`src/rtl/single_port_ram_ctrl_if.sv`:
```
// ----------------------------------------------------------------------------
// single_port_ram_ctrl_if
//   Request/response bus of the single-port RAM sequencer.
//   Request channel  : req_valid / req_ready handshake carrying req_we,
//                      req_addr and req_wdata (wdata ignored for reads).
//   Response channel : rsp_valid / rsp_ready handshake carrying rsp_rdata.
//   master modport   : the requester (drives requests, consumes responses).
//   slave modport    : the sequencer (accepts requests, returns responses).
// ----------------------------------------------------------------------------
interface single_port_ram_ctrl_if #(
  parameter int ADDR_WIDTH = 6,
  parameter int DATA_WIDTH = 8
);
  logic                  req_valid;
  logic                  req_ready;
  logic                  req_we;
  logic [ADDR_WIDTH-1:0] req_addr;
  logic [DATA_WIDTH-1:0] req_wdata;
  logic                  rsp_valid;
  logic                  rsp_ready;
  logic [DATA_WIDTH-1:0] rsp_rdata;

  modport master (
    output req_valid, req_we, req_addr, req_wdata, rsp_ready,
    input  req_ready, rsp_valid, rsp_rdata
  );

  modport slave (
    input  req_valid, req_we, req_addr, req_wdata, rsp_ready,
    output req_ready, rsp_valid, rsp_rdata
  );
endinterface

```
`src/rtl/single_port_ram_ctrl.sv`:
```
// ----------------------------------------------------------------------------
// single_port_ram_ctrl
//   Sequencer placed directly upstream of single_port_ram. It accepts read and
//   write requests, serialises them onto the RAM's single port through
//   registered data/addr/we outputs, captures the RAM's q for reads and holds
//   the read data on the response channel until the consumer takes it. A bulk
//   clear writes zero to every RAM word.
//
// Ports
//   clk        : single clock, shared with single_port_ram
//   rst        : synchronous, active-high reset
//   bus        : request/response interface (slave side)
//   clr_start  : start bulk clear; only looked at in IDLE, never queued
//   busy       : high in every state except IDLE
//   ram_data   : to single_port_ram.data (registered)
//   ram_addr   : to single_port_ram.addr (registered)
//   ram_we     : to single_port_ram.we   (registered)
//   ram_q      : from single_port_ram.q, valid the cycle after addr is sampled
// ----------------------------------------------------------------------------
module single_port_ram_ctrl #(
  parameter int ADDR_WIDTH = 6,
  parameter int DATA_WIDTH = 8,
  parameter int DEPTH      = 64
) (
  input  logic                    clk,
  input  logic                    rst,
  single_port_ram_ctrl_if.slave   bus,
  input  logic                    clr_start,
  output logic                    busy,
  output logic [DATA_WIDTH-1:0]   ram_data,
  output logic [ADDR_WIDTH-1:0]   ram_addr,
  output logic                    ram_we,
  input  logic [DATA_WIDTH-1:0]   ram_q
);

  typedef enum logic [2:0] {
    IDLE,
    RD_ADDR,
    RD_DATA,
    RSP,
    CLEAR
  } state_t;

  // One bit wider than the address so DEPTH == 2**ADDR_WIDTH can be reached
  // and compared without the counter wrapping back to zero.
  localparam logic [ADDR_WIDTH:0] CLR_LAST = (ADDR_WIDTH + 1)'(DEPTH - 1);

  state_t                  state_reg,     state_next;
  logic                    ram_we_reg,    ram_we_next;
  logic [ADDR_WIDTH-1:0]   ram_addr_reg,  ram_addr_next;
  logic [DATA_WIDTH-1:0]   ram_data_reg,  ram_data_next;
  logic                    rsp_valid_reg, rsp_valid_next;
  logic [DATA_WIDTH-1:0]   rsp_rdata_reg, rsp_rdata_next;
  logic [ADDR_WIDTH:0]     clr_cnt_reg,   clr_cnt_next;
  logic [ADDR_WIDTH:0]     clr_cnt_inc;
  logic                    accept;

  // A same-cycle clear request wins over a pending request, so ready is
  // withheld while clr_start is high and the requester keeps its request.
  assign bus.req_ready = (state_reg == IDLE) && !clr_start;
  assign accept        = bus.req_valid && bus.req_ready;
  assign clr_cnt_inc   = clr_cnt_reg + 1'b1;

  assign busy          = (state_reg != IDLE);
  assign ram_we        = ram_we_reg;
  assign ram_addr      = ram_addr_reg;
  assign ram_data      = ram_data_reg;
  assign bus.rsp_valid = rsp_valid_reg;
  assign bus.rsp_rdata = rsp_rdata_reg;

  always_ff @(posedge clk) begin
    if (rst) begin
      state_reg     <= IDLE;
      ram_we_reg    <= 1'b0;
      ram_addr_reg  <= '0;
      ram_data_reg  <= '0;
      rsp_valid_reg <= 1'b0;
      rsp_rdata_reg <= '0;
      clr_cnt_reg   <= '0;
    end else begin
      state_reg     <= state_next;
      ram_we_reg    <= ram_we_next;
      ram_addr_reg  <= ram_addr_next;
      ram_data_reg  <= ram_data_next;
      rsp_valid_reg <= rsp_valid_next;
      rsp_rdata_reg <= rsp_rdata_next;
      clr_cnt_reg   <= clr_cnt_next;
    end
  end

  always_comb begin
    // Write enable is a one-cycle pulse; address and data hold by default.
    state_next     = state_reg;
    ram_we_next    = 1'b0;
    ram_addr_next  = ram_addr_reg;
    ram_data_next  = ram_data_reg;
    rsp_valid_next = rsp_valid_reg;
    rsp_rdata_next = rsp_rdata_reg;
    clr_cnt_next   = clr_cnt_reg;

    case (state_reg)
      IDLE: begin
        if (clr_start) begin
          // First clear word is presented in the first CLEAR cycle.
          state_next    = CLEAR;
          ram_we_next   = 1'b1;
          ram_addr_next = '0;
          ram_data_next = '0;
          clr_cnt_next  = '0;
        end else if (accept) begin
          // Addresses are forwarded unchanged, with no range check.
          ram_addr_next = bus.req_addr;
          if (bus.req_we) begin
            // Writes stay in IDLE so back-to-back writes run at full rate.
            ram_we_next   = 1'b1;
            ram_data_next = bus.req_wdata;
          end else begin
            state_next = RD_ADDR;
          end
        end
      end

      RD_ADDR: begin
        // RAM samples the read address at the end of this cycle.
        state_next = RD_DATA;
      end

      RD_DATA: begin
        rsp_rdata_next = ram_q;
        rsp_valid_next = 1'b1;
        state_next     = RSP;
      end

      RSP: begin
        if (bus.rsp_ready) begin
          rsp_valid_next = 1'b0;
          state_next     = IDLE;
        end
      end

      CLEAR: begin
        if (clr_cnt_reg == CLR_LAST) begin
          clr_cnt_next = '0;
          state_next   = IDLE;
        end else begin
          clr_cnt_next  = clr_cnt_inc;
          ram_we_next   = 1'b1;
          ram_addr_next = clr_cnt_inc[ADDR_WIDTH-1:0];
          ram_data_next = '0;
        end
      end

      default: begin
        state_next = IDLE;
      end
    endcase
  end

endmodule

```
`src/flat_wrapper.sv`:
```
// flat-port wrapper written by rule: the top's interface ports become plain ports
module single_port_ram_ctrl_flat 
#(
  parameter int ADDR_WIDTH = 6,
  parameter int DATA_WIDTH = 8,
  parameter int DEPTH      = 64
)
  (clk, rst, clr_start, busy, ram_data, ram_addr, ram_we, ram_q, bus_req_valid, bus_req_we, bus_req_addr, bus_req_wdata, bus_rsp_ready, bus_req_ready, bus_rsp_valid, bus_rsp_rdata);
  single_port_ram_ctrl_if #(.ADDR_WIDTH(ADDR_WIDTH), .DATA_WIDTH(DATA_WIDTH)) bus_i ();
  input  logic clk;
  input  logic rst;
  input  logic clr_start;
  output logic busy;
  output logic [DATA_WIDTH-1:0] ram_data;
  output logic [ADDR_WIDTH-1:0] ram_addr;
  output logic ram_we;
  input  logic [DATA_WIDTH-1:0] ram_q;
  input wire logic [$bits(bus_i.req_valid)-1:0] bus_req_valid;
  input wire logic [$bits(bus_i.req_we)-1:0] bus_req_we;
  input wire logic [$bits(bus_i.req_addr)-1:0] bus_req_addr;
  input wire logic [$bits(bus_i.req_wdata)-1:0] bus_req_wdata;
  input wire logic [$bits(bus_i.rsp_ready)-1:0] bus_rsp_ready;
  output wire logic [$bits(bus_i.req_ready)-1:0] bus_req_ready;
  output wire logic [$bits(bus_i.rsp_valid)-1:0] bus_rsp_valid;
  output wire logic [$bits(bus_i.rsp_rdata)-1:0] bus_rsp_rdata;
  assign bus_i.req_valid = bus_req_valid;
  assign bus_i.req_we = bus_req_we;
  assign bus_i.req_addr = bus_req_addr;
  assign bus_i.req_wdata = bus_req_wdata;
  assign bus_i.rsp_ready = bus_rsp_ready;
  assign bus_req_ready = bus_i.req_ready;
  assign bus_rsp_valid = bus_i.rsp_valid;
  assign bus_rsp_rdata = bus_i.rsp_rdata;
  single_port_ram_ctrl #(.ADDR_WIDTH(ADDR_WIDTH), .DATA_WIDTH(DATA_WIDTH), .DEPTH(DEPTH)) u_core (.clk(clk), .rst(rst), .bus(bus_i), .clr_start(clr_start), .busy(busy), .ram_data(ram_data), .ram_addr(ram_addr), .ram_we(ram_we), .ram_q(ram_q));
endmodule
```
`config.mk`:
```
export PLATFORM = sky130hd
export DESIGN_NAME = single_port_ram_ctrl_flat
export DESIGN_NICKNAME = d
export VERILOG_FILES = /design/src/rtl/single_port_ram_ctrl_if.sv /design/src/rtl/single_port_ram_ctrl.sv /design/src/flat_wrapper.sv
export SDC_FILE = /design/constraint.sdc
export NUM_CORES = 1
export LEC_CHECK = 0
export BUFFER_PORTS_ARGS = -buffer_cell sky130_fd_sc_hd__buf_2
export CAP_MARGIN = 20
export CORE_MARGIN = 4
export CORE_UTILIZATION = 35
export CTS_BUF_LIST = sky130_fd_sc_hd__clkbuf_2
export CTS_CLUSTER_DIAMETER = 100
export DETAILED_ROUTE_END_ITERATION = 10
export HOLD_SLACK_MARGIN = 0.02
export SYNTH_ARGS = -nofsm -noshare
export SYNTH_HDL_FRONTEND = slang
export SYNTH_SLANG_ARGS = --single-unit
```
`constraint.sdc`:
```
create_clock -name clk -period 4.75 [get_ports clk]
set_input_delay 0.2375 -clock clk [delete_from_list [all_inputs] [get_ports clk]]
set_output_delay 0.2375 -clock clk [all_outputs]
set_load 0.03 [all_outputs]
```
==> results.md, run 1 <==
* Yosys reg bits at 34
* # Max-Cap Violations at 0
* Starting Density at between 30% and 40%
* Initial antenna violation count at 0
* Final #Nets at 247
* Slowest-stage cell, CP: nor3b_2
* Sequential power share at 52.3%
* P&R area growth vs syn at 21.6%
* Slowest cell delay on critical path at 0.66 ns
* Cell count after synthesis at 167
* Final ANT Viol Nets at 0
* CP required at 5.03 ns
* Final WL at 3.50 mm
* First-pass GRT wire length at 5.82 mm
* Total clock sinks at 34
* Status: completed
* CP bufs+invs at 0
* Sw Ratio at 35.6%
* IO Pins at between 50 and 60
* Most frequent cells in the layout: buf_2, dfxtp_1, nor2_1
* Critical path class: flip-flop to flip-flop
* CTS tree: yes
* Post-synth ARST share at 0%
* Slew margin rel. at 52.3%
* Die H at roughly 74 um
* Vias in the first global route at 1306
* DIE AREA at approximately 0.0054 mm2
* Worst hold start: bus_req_wdata[3]
* Total CTS buffers at 5
* Net count after synthesis at 196
* Largest net degree at the start of global routing at 29
* Worst-path cell chain: nor3b_2, nor2_1, and4b_1, a22o_1
* CTS Buffer Depth at 2
* R2R Setup Slk at 2.78 ns
* Worst Tran Pin Value at 0.712 ns
* Core Area at 0.00409 mm2
* Non-filler cells, final at 269
* Clock-pin slew on the worst setup and hold paths at 0.17 ns
* Site row count at 23
* Finish-stage setup viols at 0
* # DRC at 0
* Final period util at 41.4%
* Comb pwr share at 26.5%
* Via count at 1344
* Worst setup SP type: flip-flop
* Internal power at 398 uW
* Leading cell type in the layout, fill and taps excluded: buf_2
* Routability congestion estimate at around 0.75
* Unrepaired setup endpoints after global routing: false
* Layout cells sized above 1 at 32.4%
* Placed insts at 261
* Vias per inst at 5.00
* Yosys warning count at 0
* Routed WL per cell at 13.0 um
* EDFF count, synth at 0
* Final min period at 1.97 ns
* Final core occ at 45.0%
* P_sw at 220 uW
* VDD IR max at 0.000160 V
* FMAX at between 0.5 and 0.6 GHz
* Power Density at 336 mW/mm2
* Clock latency on the worst-skew pair at 0.37 ns
* Slew Limit Fails at 0
* Worst path top cell family by delay: simple AND/OR/NAND/NOR gates
* Top_reg_cell synth: dfxtp_1
* Worst reg2reg startpoint: u_core.state_reg[2]
* Crit path max fanout at 13
* Worst Setup SP: u_core.state_reg[2]
* Sequential share of the synthesized area at 45.0%
* Hold_buf cts at 0
* Post-DP HPWL at 2.63 mm
* Root Driver: clkbuf_2
* Post-synthesis cell area at 0.00151 mm2
* Die Wd at 73.7 um
* Post-CTS setup buffer count at 0
* Synth Area per Inst at ~9.1 um2
* Layout fillers at 413
* Tot GR Track Use at roughly 14%
* P_leak at 0.000807 uW
* Htree depth at 2
* Clock group share of total power at 21.2%
* # port buffers at 53
* CTS resizes at 0
* Arrival time at the worst endpoint at 2.25 ns
* DRT iter0 DRCs at 51
* Final setup TNS at 0 ns
* Yosys cell types at 41
* Endpoints failing hold at 0
* Total grt overflow at 0
* Drt pass-1 iters at 4
* Max Clock Skew at 0.0106 ns
* CP Capture Type: flip-flop
* Antenna cells at 0
* Hold Crit Class: input pin to flip-flop
-- area by class of cell --
cell class | count | area [um2] | share of cell area (%)
multi-input cells | 119 | 766 | 41.7
repair buffers | 54 | 273 | 14.8
clock buffers | 5 | 25.0 | 1.36
inverters | 4 | 15.0 | 0.817
flip-flops and latches | 34 | 681 | 37.0
well taps | 50 | 62.6 | 3.40
clock inverters | 3 | 16.3 | 0.885
-- through the flow --
step | total power, uW | area [um2] | hold WS [ns] | worst slack, ns
global route | 658 | 1840 | 0.0398 | 2.63
detailed placement | 494 | 1800 | 0.456 | 2.80
finish | 618 | 1840 | 0.0753 | 2.78
global placement | 494 | 1800 | 0.456 | 2.83
floorplan | 449 | 1510 | 0.370 | 3.17
CTS | 628 | 1840 | 0.0530 | 2.78
-- final timing paths --
kind         depth (start not counted)            endpoint
max                                  4  u_core.ram_data[5]
min                                  2  u_core.ram_data[3]
min reg2reg                          1  u_core.ram_data[3]
max reg2reg                          4  u_core.ram_data[5]
-- layer usage --
layer,wire [um],global-route usage (%),up-vias
met3,249,4.51,7
met1,1650,17.4,589
met2,1540,21.3,42
met5,0,0,-
met4,57,5.43,0
li1,-,-,706
-- Yosys cell counts, types with 2 or more instances --
master     n  area [um2]
buf_4      2        15.0
buf_2      4        20.0
a211oi_2   2        25.0
xnor2_1    2        17.5
a211oi_1   4        30.0
inv_1      4        15.0
nor2_1    26        97.6
a22o_1     8        70.1
nor3b_1    6        45.0
a21oi_1   15        75.1
o21ai_0    4        20.0
and4b_1    2        20.0
nand3_1    3        15.0
nand3_2    2        20.0
a31oi_1    2        12.5
clkbuf_1   3        11.3
or3_1      2        12.5
nor3_1     3        15.0
mux2i_1    9        90.1
dfxtp_1   34         681
nor4_1     2        12.5
nand2_1    9        33.8
-- power by group through the flow --
stage	clock network, uW	registers (uW)	logic [uW]
floorplan	0	362	86.9
global placement	0	329	165
detailed placement	0	329	165
CTS	139	323	165
global route	151	327	180
finish	131	323	163
-- logic make-up after synthesis --
family	share of synthesized area, %
mux	5.96
flops	45.0
fa+ha+maj	0.828
xor+xnor	1.74
simple gates	23.3
buf+inv	4.30
compound gates	18.8
-- worst register-to-register path, stage by stage (launching register included) --
cell and delay, ns:
dfxtp_1 0.50, nor3b_2 0.66, nor2_1 0.13, and4b_1 0.34, a22o_1 0.27
(Power assumes the default switching activity.)
==> run 2: changes to the inputs <==
==> constraint.sdc (replaced) <==
create_clock -name clk -period 1.68 [get_ports clk]
set_input_delay 0.084 -clock clk [delete_from_list [all_inputs] [get_ports clk]]
set_output_delay 0.084 -clock clk [all_outputs]
set_load 0.03 [all_outputs]
==> run 2 against run 1 <==
  * Worst hold slack worse by 0.011 ns
  * Register-to-register slack worse by 2.7 ns
  * Final cell count increased by 10%
  * Clock skew rose by 0.0092 ns
  * Sequential cell count stayed put
  * Critical path type unchanged
  * Highest routed layer unchanged
==> results.md, run 2 (synthesis gave the netlist of run 1 again) <==
* Vias in the first global route at 1480
* Power Density at 881 mW/mm2
* Site row count at 23
* Hold path endpoint: u_core.ram_addr[1]
* Clock-pin slew on the worst setup and hold paths at 0.19 ns
* Worst Hold Depth at 3
* Core Area at 0.00409 mm2
* Antenna cells at 0
* CP Capture Type: flip-flop
* DIE AREA at roughly 0.0054 mm2
* Status: completed
* CTS tree: yes
* Final WL at 4.19 mm
* Crit path max fanout at 4
* Via count at around 1500
* Worst reg2reg startpoint: u_core.clr_cnt_reg[1]
* Worst hold start: bus_req_addr[1]
* Starting Density at 37.0%
* Total grt overflow at 0
* Layout fillers at 400
* Routed WL per cell at around 14 um
* Post-DP Area at 0.00188 mm2
* Drt pass-1 iters at 5
* Layout cells sized above 1 at 35.6%
* IO Pins at 54
* Post-route cell area at approximately 0.0021 mm2
* R2R Setup Slk at 0.12 ns
* Clock latency on the worst-skew pair at 0.38 ns
* Hold Crit Class: input pin to flip-flop
* Worst setup SP type: flip-flop
* Final core occ at 51.5%
* # Max-Cap Violations at 0
* Post-DP HPWL at 2.68 mm
* Place WS at between 0.1 and 0.15 ns
* Final setup TNS at 0 ns
* Reg2Reg Depth at 5
* Slew Limit Fails at 0
* Leading cell type in the layout, fill and taps excluded: buf_2
* Root Driver: clkbuf_2
* P&R area growth vs syn at 39.2%
* VDD IR max at 0.000371 V
* Die H at 73.7 um
* CP required at about 2.0 ns
* Placed insts at 272
* Multi-input logic area at 774 um2
* Total clock sinks at 34
* Worst Tran Pin Value at between 0.6 and 0.7 ns
* Total CTS buffers at 5
* Endpoints failing hold at 0
* Final #Nets at 275
* Vias per inst at 5.05
* Non-filler cells, final at around 300
* Final period util at 92.9%
* P_leak at 0.000935 uW
* Slew margin rel. at 55.5%
* Finish-stage setup viols at 0
* Largest net degree at the start of global routing at 27
* Most frequent cells in the layout: buf_2, dfxtp_1, nor2_1
* Tot GR Track Use at 16.3%
* Initial antenna violation count at 0
* # port buffers at 53
* Critical path class: flip-flop to flip-flop
* CTS Buffer Depth at 2
* Register area at 684 um2
* Arrival time at the worst endpoint at around 1.9 ns
* Htree depth at 2
* Routability congestion estimate at 0.788
* Final WS setup at 0.119 ns
* FMAX at 0.641 GHz
* # DRC at 0
* RR Endpoint: u_core.ram_addr[5]
* Final min period at between 1.5 and 2 ns
* First-pass GRT wire length at 6.87 mm
* Die Wd at 73.7 um
* Final ANT Viol Nets at 0
* DRT iter0 DRCs at 73
* Max Clock Skew at between 0.015 and 0.02 ns
-- run 2: how the worst max path moves through the flow --
stage | endpoint | slack [ns] | startpoint | cells past startpoint
6_report | u_core.ram_addr[5] | 0.12 | u_core.clr_cnt_reg[1] | 5
5_1_grt | bus_req_ready | -0.0002 | u_core.state_reg[0] | 5
4_1_cts | u_core.ram_addr[5] | 0.05 | u_core.clr_cnt_reg[1] | 5
3_5_place_dp | u_core.ram_addr[5] | 0.11 | u_core.clr_cnt_reg[1] | 5
3_3_place_gp | u_core.ram_addr[5] | 0.1 | u_core.clr_cnt_reg[1] | 5
2_1_floorplan | u_core.ram_data[0] | 0.1 | u_core.clr_cnt_reg[0] | 6
-- run 2: timing repair --
action | 4_1_cts | 5_1_grt
setup endpoints to repair | 0 | 16
buffers inserted | 0 | 0
endpoints found under the hold margin | 17 | 0
gates resized for setup | 0 | 7
hold buffers | 17 | 0
-- run 2: through the flow --
stage	hold slack, ns	total power, uW
6_report	0.0645	1850
5_1_grt	0.118	1960
4_1_cts	0.0611	1850
3_5_place_dp	0.312	1440
3_3_place_gp	0.302	1440
2_1_floorplan	0.217	1270
-- run 2: routing by layer --
layer | track usage [%] | vias to the layer above | part of all wire [%]
li1 | - | 757 | -
met5 | 0 | - | 0
met3 | 4.65 | 7 | 5.3
met2 | 26.7 | 47 | 48
met1 | 20.3 | 690 | 45
met4 | 5.63 | 0 | 1.5
-- run 2: area by class of cell --
type / count / area share (%)
tap: 50 / 2.97
clock buffer: 6 / 1.43
inverter: 4 / 0.714
clock inverter: 2 / 0.416
sequential: 34 / 32.5
timing repair buffer: 82 / 25.1
multi-input combinational: 119 / 36.8
-- run 2: power by group --
group          internal (uW)  switching (uW)
Clock                    103             285
Sequential               871            44.9
Combinational            223             327
Total                   1200             657
-- run 2: critical path, stage by stage, from the launching register on --
cell,delay (ns)
dfxtp_2,0.38
ha_2,0.20
nand3_2,0.11
or3_1,0.40
a31o_1,0.22
a211oi_2,0.21
==> run 3: changes to the inputs <==
==> constraint.sdc (replaced) <==
create_clock -name clk -period 1.25 [get_ports clk]
set_input_delay 0.0625 -clock clk [delete_from_list [all_inputs] [get_ports clk]]
set_output_delay 0.0625 -clock clk [all_outputs]
set_load 0.03 [all_outputs]
==> run 3 against run 2 <==
  * Power up 52%
  * Core utilization rose by 12 points
  * The run now ends with negative setup slack left
  * Largest power group unchanged
  * Clock power rose by 32%
==> results.md, run 3 (synthesis gave the netlist of run 1 again) <==
* Worst hold start: bus_req_addr[1]
* Clock latency on the worst-skew pair at 0.38 ns
* Final WS setup at -0.296 ns
* Starting Density at 37.0%
* Final setup TNS at -4.38 ns
* Layout cells sized above 1 at a little over half
* Status: complete, but fails checks
* Register area at 697 um2
* Max Clock Skew at 0.0232 ns
* Vias per inst at between 4 and 5
* Arrival time at the worst endpoint at 1.87 ns
* Slew Limit Fails at 0
* DIE AREA at 0.00543 mm2
* Root Driver: clkbuf_2
* Leading cell type in the layout, fill and taps excluded: buf_2
* Via count at 1619
* Worst reg2reg startpoint: u_core.clr_cnt_reg[0]
* First-pass GRT wire length at about 7.4 mm
* Vias in the first global route at 1623
* Placed insts at 290
* Initial antenna violation count at 0
* CTS tree: yes
* Clock group share of total power at 18.1%
* Endpoints failing hold at 0
* Final #Nets at just over 300
* Worst Setup SP: u_core.clr_cnt_reg[0]
* CP required at roughly 1.6 ns
* Slew margin rel. at between 70% and 80%
* # Max-Cap Violations at 0
* Routed WL per cell at 14.0 um
* P_sw at 996 uW
* Die Wd at 73.7 um
* CTS Buffer Depth at 2
* Sequential power share at 43.6%
* Crit path max fanout at 8
* Tot GR Track Use at 17.5%
* Core Area at between 0.004 and 0.005 mm2
* Sw Ratio at 35.5%
* Place WS at -0.299 ns
* Total CTS buffers at 5
* Clock-pin slew on the worst setup and hold paths at 0.17 ns
* Site row count at 23
* Die H at about 74 um
* Routability congestion estimate at 0.802
* P_leak at 0.00115 uW
* # port buffers at 53
* FMAX at 0.647 GHz
* Antenna cells at 0
* Layout fillers at 347
* P&R area growth vs syn at 72.0%
* Final min period at 1.55 ns
* Final ANT Viol Nets at 0
* Htree depth at 2
* Drt pass-1 iters at 4
* Multi-input logic area at 938 um2
* Power Density at 1080 mW/mm2
* # DRC at 0
* Total grt overflow at 0
* Internal power at between 1500 and 2000 uW
* Most frequent cells in the layout: buf_2, buf_4, dfxtp_1
* Failing checks: negative setup slack
* Critical path class: flip-flop to flip-flop
* Largest net degree at the start of global routing at 16
* IO Pins at 54
* DRT iter0 DRCs at 106
* Hold Crit Class: input pin to flip-flop
* Finish-stage setup viols at 30
* Post-DP HPWL at roughly 2.9 mm
* Comb pwr share at 38.2%
* Worst setup SP type: flip-flop
* Final WL at 4.65 mm
* Unrepaired setup endpoints after global routing: true
* CP Capture Type: flip-flop
* VDD IR max at ~0.00059 V
* Final period util at 124%
* Non-filler cells, final at around 330
* Worst Tran Pin Value at around 0.36 ns
* Total clock sinks at 34
run 3: layer usage:
metal | vias up | GRT usage (%) | part of all wire [%]
met5 | - | 0 | 0
met4 | 0 | 6.64 | 1.5
met3 | 9 | 5.61 | 5.9
met2 | 42 | 27.8 | 50
met1 | 738 | 21.9 | 43
li1 | 830 | - | -
run 3: cell type report:
cell class              count  share of cell area, %
inverters                   4                  0.674
clock inverters             2                  0.337
well taps                  50                   2.41
repair buffers            117                   32.5
flip-flops and latches     34                   26.8
clock buffers               6                   1.15
multi-input cells         119                   36.1
run 3: power groups by stage:
stage	logic (uW)	clock network [uW]	registers, uW
6_report	1070	509	1230
5_1_grt	1160	575	1240
4_1_cts	958	532	1220
3_5_place_dp	748	0	1240
3_3_place_gp	745	0	1240
2_1_floorplan	344	0	1380
run 3: path summary, 6_finish.rpt:
kind	end	slack [ns]	cells after the start
setup / recovery	u_core.ram_addr[1]	-0.30	6
hold / removal	u_core.ram_addr[1]	0.06	3
setup reg to reg	u_core.ram_addr[1]	-0.30	6
hold reg to reg	u_core.ram_data[1]	0.50	1
run 3: timing repair:
action | 4_1_cts | 5_1_grt
pin swaps | 6 | 17
gates resized for setup | 40 | 24
setup buffers | 8 | 7
hold endpoints to repair | 19 | 0
hold buffers | 18 | 0
gates cloned | 2 | 0
endpoints found under the setup margin | 31 | 34
run 3: critical path, cell delays in order, from the launching register on:
cell      delay (ns)
dfxtp_4         0.38
ha_4            0.16
and4b_2         0.24
a211oi_4        0.31
buf_6           0.19
nor2_2          0.04
a211oi_2        0.17
run 3: through the flow:
step	power, uW	instance area [um2]	hold WS (ns)	utilization, %
2_1_floorplan	1720	1550	0.202	-
3_3_place_gp	1990	2040	0.288	49.9
3_5_place_dp	1990	2040	0.294	49.9
4_1_cts	2710	2460	0.0214	60.3
5_1_grt	2970	2600	0.0630	63.6
6_report	2810	2600	0.0617	63.6
